==> src/rtl/reg_wb_arbiter_if.sv <==
// Writeback port bundle: two requesters, a hold input, and the registered
// register-file write port plus the conflict counter.
interface reg_wb_arbiter_if #(
   parameter int unsigned AW = 5,
   parameter int unsigned DW = 32,
   parameter int unsigned CW = 16
);
   logic          hold_i;
   logic          v0_i;
   logic [AW-1:0] a0_i;
   logic [DW-1:0] d0_i;
   logic          r0_o;
   logic          v1_i;
   logic [AW-1:0] a1_i;
   logic [DW-1:0] d1_i;
   logic          r1_o;
   logic          we_o;
   logic [AW-1:0] waddr_o;
   logic [DW-1:0] wdata_o;
   logic [CW-1:0] conflicts_o;

   modport slave (
      input  hold_i, v0_i, a0_i, d0_i, v1_i, a1_i, d1_i,
      output r0_o, r1_o, we_o, waddr_o, wdata_o, conflicts_o
   );

   modport master (
      output hold_i, v0_i, a0_i, d0_i, v1_i, a1_i, d1_i,
      input  r0_o, r1_o, we_o, waddr_o, wdata_o, conflicts_o
   );
endinterface

==> src/rtl/reg_wb_arbiter.sv <==
// Two-requester round-robin writeback arbiter for the register file.
// Grants are combinational; the write port and conflict counter are registered.
module reg_wb_arbiter #(
   parameter int unsigned AW = 5,
   parameter int unsigned DW = 32,
   parameter int unsigned CW = 16
) (
   input  logic                  clk,
   input  logic                  rst,
   reg_wb_arbiter_if.slave       bus
);
   logic          prio_q, prio_d;
   logic          we_q, we_d;
   logic [AW-1:0] waddr_q, waddr_d;
   logic [DW-1:0] wdata_q, wdata_d;
   logic [CW-1:0] conf_q, conf_d;
   logic          g0, g1;
   logic          conflict;

   always_comb begin
      // prio only matters when both requesters are valid
      g0       = !rst && !bus.hold_i && bus.v0_i && (!bus.v1_i || !prio_q);
      g1       = !rst && !bus.hold_i && bus.v1_i && (!bus.v0_i || prio_q);
      conflict = bus.v0_i && bus.v1_i && !bus.hold_i;
   end

   always_comb begin
      we_d    = 1'b0;
      waddr_d = waddr_q;
      wdata_d = wdata_q;
      prio_d  = prio_q;
      conf_d  = conf_q;
      if (g0) begin
         we_d    = (bus.a0_i != '0);
         waddr_d = bus.a0_i;
         wdata_d = bus.d0_i;
         prio_d  = 1'b1;
      end else if (g1) begin
         we_d    = (bus.a1_i != '0);
         waddr_d = bus.a1_i;
         wdata_d = bus.d1_i;
         prio_d  = 1'b0;
      end
      if (conflict && (conf_q != '1)) begin
         conf_d = conf_q + CW'(1);
      end
   end

   always_ff @(posedge clk or posedge rst) begin
      if (rst) begin
         prio_q  <= 1'b0;
         we_q    <= 1'b0;
         waddr_q <= '0;
         wdata_q <= '0;
         conf_q  <= '0;
      end else begin
         prio_q  <= prio_d;
         we_q    <= we_d;
         waddr_q <= waddr_d;
         wdata_q <= wdata_d;
         conf_q  <= conf_d;
      end
   end

   assign bus.r0_o        = g0;
   assign bus.r1_o        = g1;
   assign bus.we_o        = we_q;
   assign bus.waddr_o     = waddr_q;
   assign bus.wdata_o     = wdata_q;
   assign bus.conflicts_o = conf_q;
endmodule

==> src/flat_wrapper.sv <==
// flat-port wrapper written by rule: the top's interface ports become plain ports
module reg_wb_arbiter_flat 
#(
   parameter int unsigned AW = 5,
   parameter int unsigned DW = 32,
   parameter int unsigned CW = 16
)
  (clk, rst, bus_hold_i, bus_v0_i, bus_a0_i, bus_d0_i, bus_v1_i, bus_a1_i, bus_d1_i, bus_r0_o, bus_r1_o, bus_we_o, bus_waddr_o, bus_wdata_o, bus_conflicts_o);
  reg_wb_arbiter_if #(.AW(AW), .DW(DW), .CW(CW)) bus_i ();
  input  logic clk;
  input  logic rst;
  input wire logic [$bits(bus_i.hold_i)-1:0] bus_hold_i;
  input wire logic [$bits(bus_i.v0_i)-1:0] bus_v0_i;
  input wire logic [$bits(bus_i.a0_i)-1:0] bus_a0_i;
  input wire logic [$bits(bus_i.d0_i)-1:0] bus_d0_i;
  input wire logic [$bits(bus_i.v1_i)-1:0] bus_v1_i;
  input wire logic [$bits(bus_i.a1_i)-1:0] bus_a1_i;
  input wire logic [$bits(bus_i.d1_i)-1:0] bus_d1_i;
  output wire logic [$bits(bus_i.r0_o)-1:0] bus_r0_o;
  output wire logic [$bits(bus_i.r1_o)-1:0] bus_r1_o;
  output wire logic [$bits(bus_i.we_o)-1:0] bus_we_o;
  output wire logic [$bits(bus_i.waddr_o)-1:0] bus_waddr_o;
  output wire logic [$bits(bus_i.wdata_o)-1:0] bus_wdata_o;
  output wire logic [$bits(bus_i.conflicts_o)-1:0] bus_conflicts_o;
  assign bus_i.hold_i = bus_hold_i;
  assign bus_i.v0_i = bus_v0_i;
  assign bus_i.a0_i = bus_a0_i;
  assign bus_i.d0_i = bus_d0_i;
  assign bus_i.v1_i = bus_v1_i;
  assign bus_i.a1_i = bus_a1_i;
  assign bus_i.d1_i = bus_d1_i;
  assign bus_r0_o = bus_i.r0_o;
  assign bus_r1_o = bus_i.r1_o;
  assign bus_we_o = bus_i.we_o;
  assign bus_waddr_o = bus_i.waddr_o;
  assign bus_wdata_o = bus_i.wdata_o;
  assign bus_conflicts_o = bus_i.conflicts_o;
  reg_wb_arbiter #(.AW(AW), .DW(DW), .CW(CW)) u_core (.clk(clk), .rst(rst), .bus(bus_i));
endmodule
==> config.mk <==
export PLATFORM = sky130hd
export DESIGN_NAME = reg_wb_arbiter_flat
export DESIGN_NICKNAME = d
export VERILOG_FILES = /design/src/rtl/reg_wb_arbiter_if.sv /design/src/rtl/reg_wb_arbiter.sv /design/src/flat_wrapper.sv
export SDC_FILE = /design/constraint.sdc
export NUM_CORES = 1
export LEC_CHECK = 0
export CAP_MARGIN = 30
export CORE_UTILIZATION = 35
export CTS_BUF_LIST = sky130_fd_sc_hd__clkbuf_4 sky130_fd_sc_hd__clkbuf_8
export DETAILED_ROUTE_END_ITERATION = 12
export PLACE_DENSITY = 0.81
export SYNTH_ARGS = -nofsm -noshare
export SYNTH_HDL_FRONTEND = slang
export SYNTH_SLANG_ARGS = --single-unit
==> constraint.sdc <==
create_clock -name clk -period 2.4 [get_ports clk]
set_input_delay 0.48 -clock clk [delete_from_list [all_inputs] [get_ports clk]]
set_output_delay 0.48 -clock clk [all_outputs]
set_load 0.005 [all_outputs]
==> metrics, run 1 <==
ant diodes 0; CP Class in2out; largest net degree at the start of global routing 72; Horiz. Die Dim 87.5 um; crit start category input port; gpl congestion approximately 0.83; Clock Power Share 21.7%; Async SR Flop Fraction 100%; Max Root-Sink Buffers 2; most numerous cell in the Yosys netlist nand2_1; combinational share of power 32.5%; family with the most delay on the worst path buffers and inverters; root buf cell clkbuf_8; DRC viols 0; max incr delay on CP 0.42 ns; WL/cell between 10 and 15 um; Final Instance Area just over 0.004 mm2; Area Overhead vs Synth 62.0%; Clock Latency Late Sink 0.30 ns; Final setup viols 0; Slowest-stage cell, CP clkdlybuf4s50_1; synth cell count leaders 76 x nand2_1, 55 x dfrtp_1, 37 x nor2_1; post-synthesis compound-gate area fraction around 10%; register bit total from synthesis 55; port bufs 134; fin util 59.8%; TritonCTS clock tree built; Die Y slightly below 90 um; GRT overflow 0; Post-Synth Adder-Cell Area 0.489%; Placed Area 0.00404 mm2; first-pass GRT wire length 12100 um; Sequential Power Share between 40% and 50%; clk sink count 55; sw power 737 uW; antenna-violating nets left 0; CP bufs+invs 3; drt first pass iters 4; Synth area leaders dfrtp_1 54%, nand2_1 11%, a31oi_1 8.1%; mux contribution to synthesized area 1.03%; post-synth top area cell dfrtp_1; Total Routed Length 7220 um; Initial Util 36.9%; Yosys top cell area share 53.7%; Worst-Margin Slew ~0.68 ns; top_reg_cell synth dfrtp_1; Internal 2050 uW; Non-Filler Instances 513; crit path DAT around 1.7 ns; via count approximately 2500; main combinational cell family by area after synthesis simple AND/OR/NAND/NOR gates; hold_ws just over 0.5 ns; Synth Net Count 364; GRT Util Overall 20.4%; DRT iter0 DRCs 76; Post-Synth Simple-Gate Area 27.0%; Fmax 0.466 GHz; crit path capture type output port; Final min period about 2.1 ns; RSZ-0062 raised after global routing false; status completed; Ports between 100 and 150; Hold Crit Start u_core.bus.waddr_o[1]; vias per cell about 5; part of the Yosys area used for sequential elements 53.7%; DP Wirelength 5290 um; # rows 30; pwr/cell area 672 mW/mm2; sw frac 26.4%; Net count, final 497; Pleak roughly 0.0019 uW; Syn Std Cell Area 0.00256 mm2; Max Cap Viol 0; Synth warnings 0; hold crit path type reg2reg; synth unique cells 35; DP Cell Count 506; number of synthesized flops with an enable pin 0; worst-path fanout max 2; number of global-route vias before repair 2614; max-slew violation count 0; crit-path cells clkdlybuf4s50_1, nand2b_1, a211o_2, inv_2, dlygate4sd2_1; share of layout cells above drive strength 1 between 6 and 7%; Slew HR 54.5%; final setup margin about 0.26 ns; worst r2r src u_core.bus.conflicts_o[0]; Mean Syn Cell Area approximately 9 um2; xor and xnor area share after synthesis between 4 and 5%; maximum VDD drop roughly 300 uV; # H-tree levels 2; clock-pin slew on the worst setup and hold paths 0.10 ns; clock skew 0.00944 ns; initial antenna violation count 0; pre-CTS worst setup slack -0.0319 ns; Final Hold Vio Count 0; number of buffers created by CTS 5; period utilization 89.3%; Core ar. roughly 0.0069 mm2; cells after synthesis 284; die area 0.00766 mm2; worst setup path start bus_hold_i; Critical Path RT 1.92 ns
[logic make-up (layout without fill, tap and decap cells)]
group	count (synthesis)	in the layout
flops	55	55
simple gates	151	151
compound gates	41	41
buf+inv	21	154
fa+ha+maj	1	1
xor+xnor	13	13
mux	2	2
[cell usage in the layout, fill, tap and decap left out, types with 2 or more instances in the layout]
cell,n
a22oi_1,4
a31oi_1,33
buf_4,8
clkbuf_8,5
clkdlybuf4s50_1,132
dfrtp_1,55
inv_1,2
inv_2,2
nand2_1,76
nand2b_1,2
nand3_1,6
nand4_1,4
nor2_1,37
nor3_1,5
nor3b_1,2
nor4_1,4
nor4b_1,2
o21ai_0,2
or3_1,2
or4_1,2
xor2_1,12
[flip-flops by register name (all words and copies together), names as in the netlist]
signal,cells
u_core.prio_q,1
u_core.bus.we_o,1
u_core.bus.wdata_o,32
u_core.bus.conflicts_o,16
u_core.bus.waddr_o,5
[final cells by class]
type | instances | area [um2]
Fill cell | 587 | 2790
Timing Repair Buffer | 143 | 1420
Sequential cell | 55 | 1380
Multi-Input combinational cell | 208 | 1110
Tap cell | 96 | 120
Clock buffer | 6 | 76.3
Clock inverter | 1 | 30.0
Inverter | 4 | 15.0
[power by group through the flow]
stage | sequential (uW) | clock, uW | combinational [uW]
after CTS | 1280 | 620 | 922
after floorplan | 1300 | 0 | 277
final | 1280 | 604 | 907
after detailed placement | 1290 | 0 | 919
after global placement | 1290 | 0 | 905
after global routing | 1310 | 660 | 993
[what timing repair did]
action,CTS,global route
setup buffers,0,0
hold buffers,0,0
setup endpoints to repair,1,1
gates resized for setup,1,1
hold endpoints to repair,0,0
pin swaps,1,0
[worst min-delay path: cells and delay by family, from the launching register on]
kind          cells  cell delay, ns
simple gates      2            0.12
flops             1            0.35
[worst paths after layout]
| check | slack, ns | end | cells after the start |
|---|---|---|---|
| worst max register to register | 0.57 | u_core.bus.conflicts_o[1] | 5 |
| worst max-delay path | 0.26 | bus_r0_o | 5 |
| worst min-delay path | 0.50 | u_core.bus.waddr_o[1] | 2 |
| max in group asynchronous | 1.34 | u_core.bus.wdata_o[15] | 3 |
| worst min register to register | 0.50 | u_core.bus.waddr_o[1] | 2 |
| min in group asynchronous | 0.53 | u_core.bus.conflicts_o[8] | 2 |
[routing by layer]
layer | GRT usage (%) | share of wire (%)
met1 | 24.8 | 42
met2 | 35.4 | 49
met3 | 7.16 | 8.5
met4 | 4.02 | 0.79
met5 | 0 | 0
[metrics by stage]
| stage | total power, uW | TNS (ns) |
|---|---|---|
| after floorplan | 1570 | 0 |
| after global placement | 2190 | -0.0411 |
| after detailed placement | 2210 | -0.0319 |
| after CTS | 2820 | 0 |
| after global routing | 2960 | 0 |
| final | 2790 | 0 |
No activity file was read; power rests on OpenSTA's default activity.
==> run 2, diff against run 1 <==
--- a/config.mk
+++ b/config.mk
@@ -8,6 +8,7 @@
 export CAP_MARGIN = 30
 export CORE_UTILIZATION = 35
 export CTS_BUF_LIST = sky130_fd_sc_hd__clkbuf_4 sky130_fd_sc_hd__clkbuf_8
+export CTS_CLUSTER_SIZE = 25
 export DETAILED_ROUTE_END_ITERATION = 12
 export PLACE_DENSITY = 0.81
 export SYNTH_ARGS = -nofsm -noshare
==> results of run 2 <==
The final DEF is identical to that of run 1; final timing and power are the same.
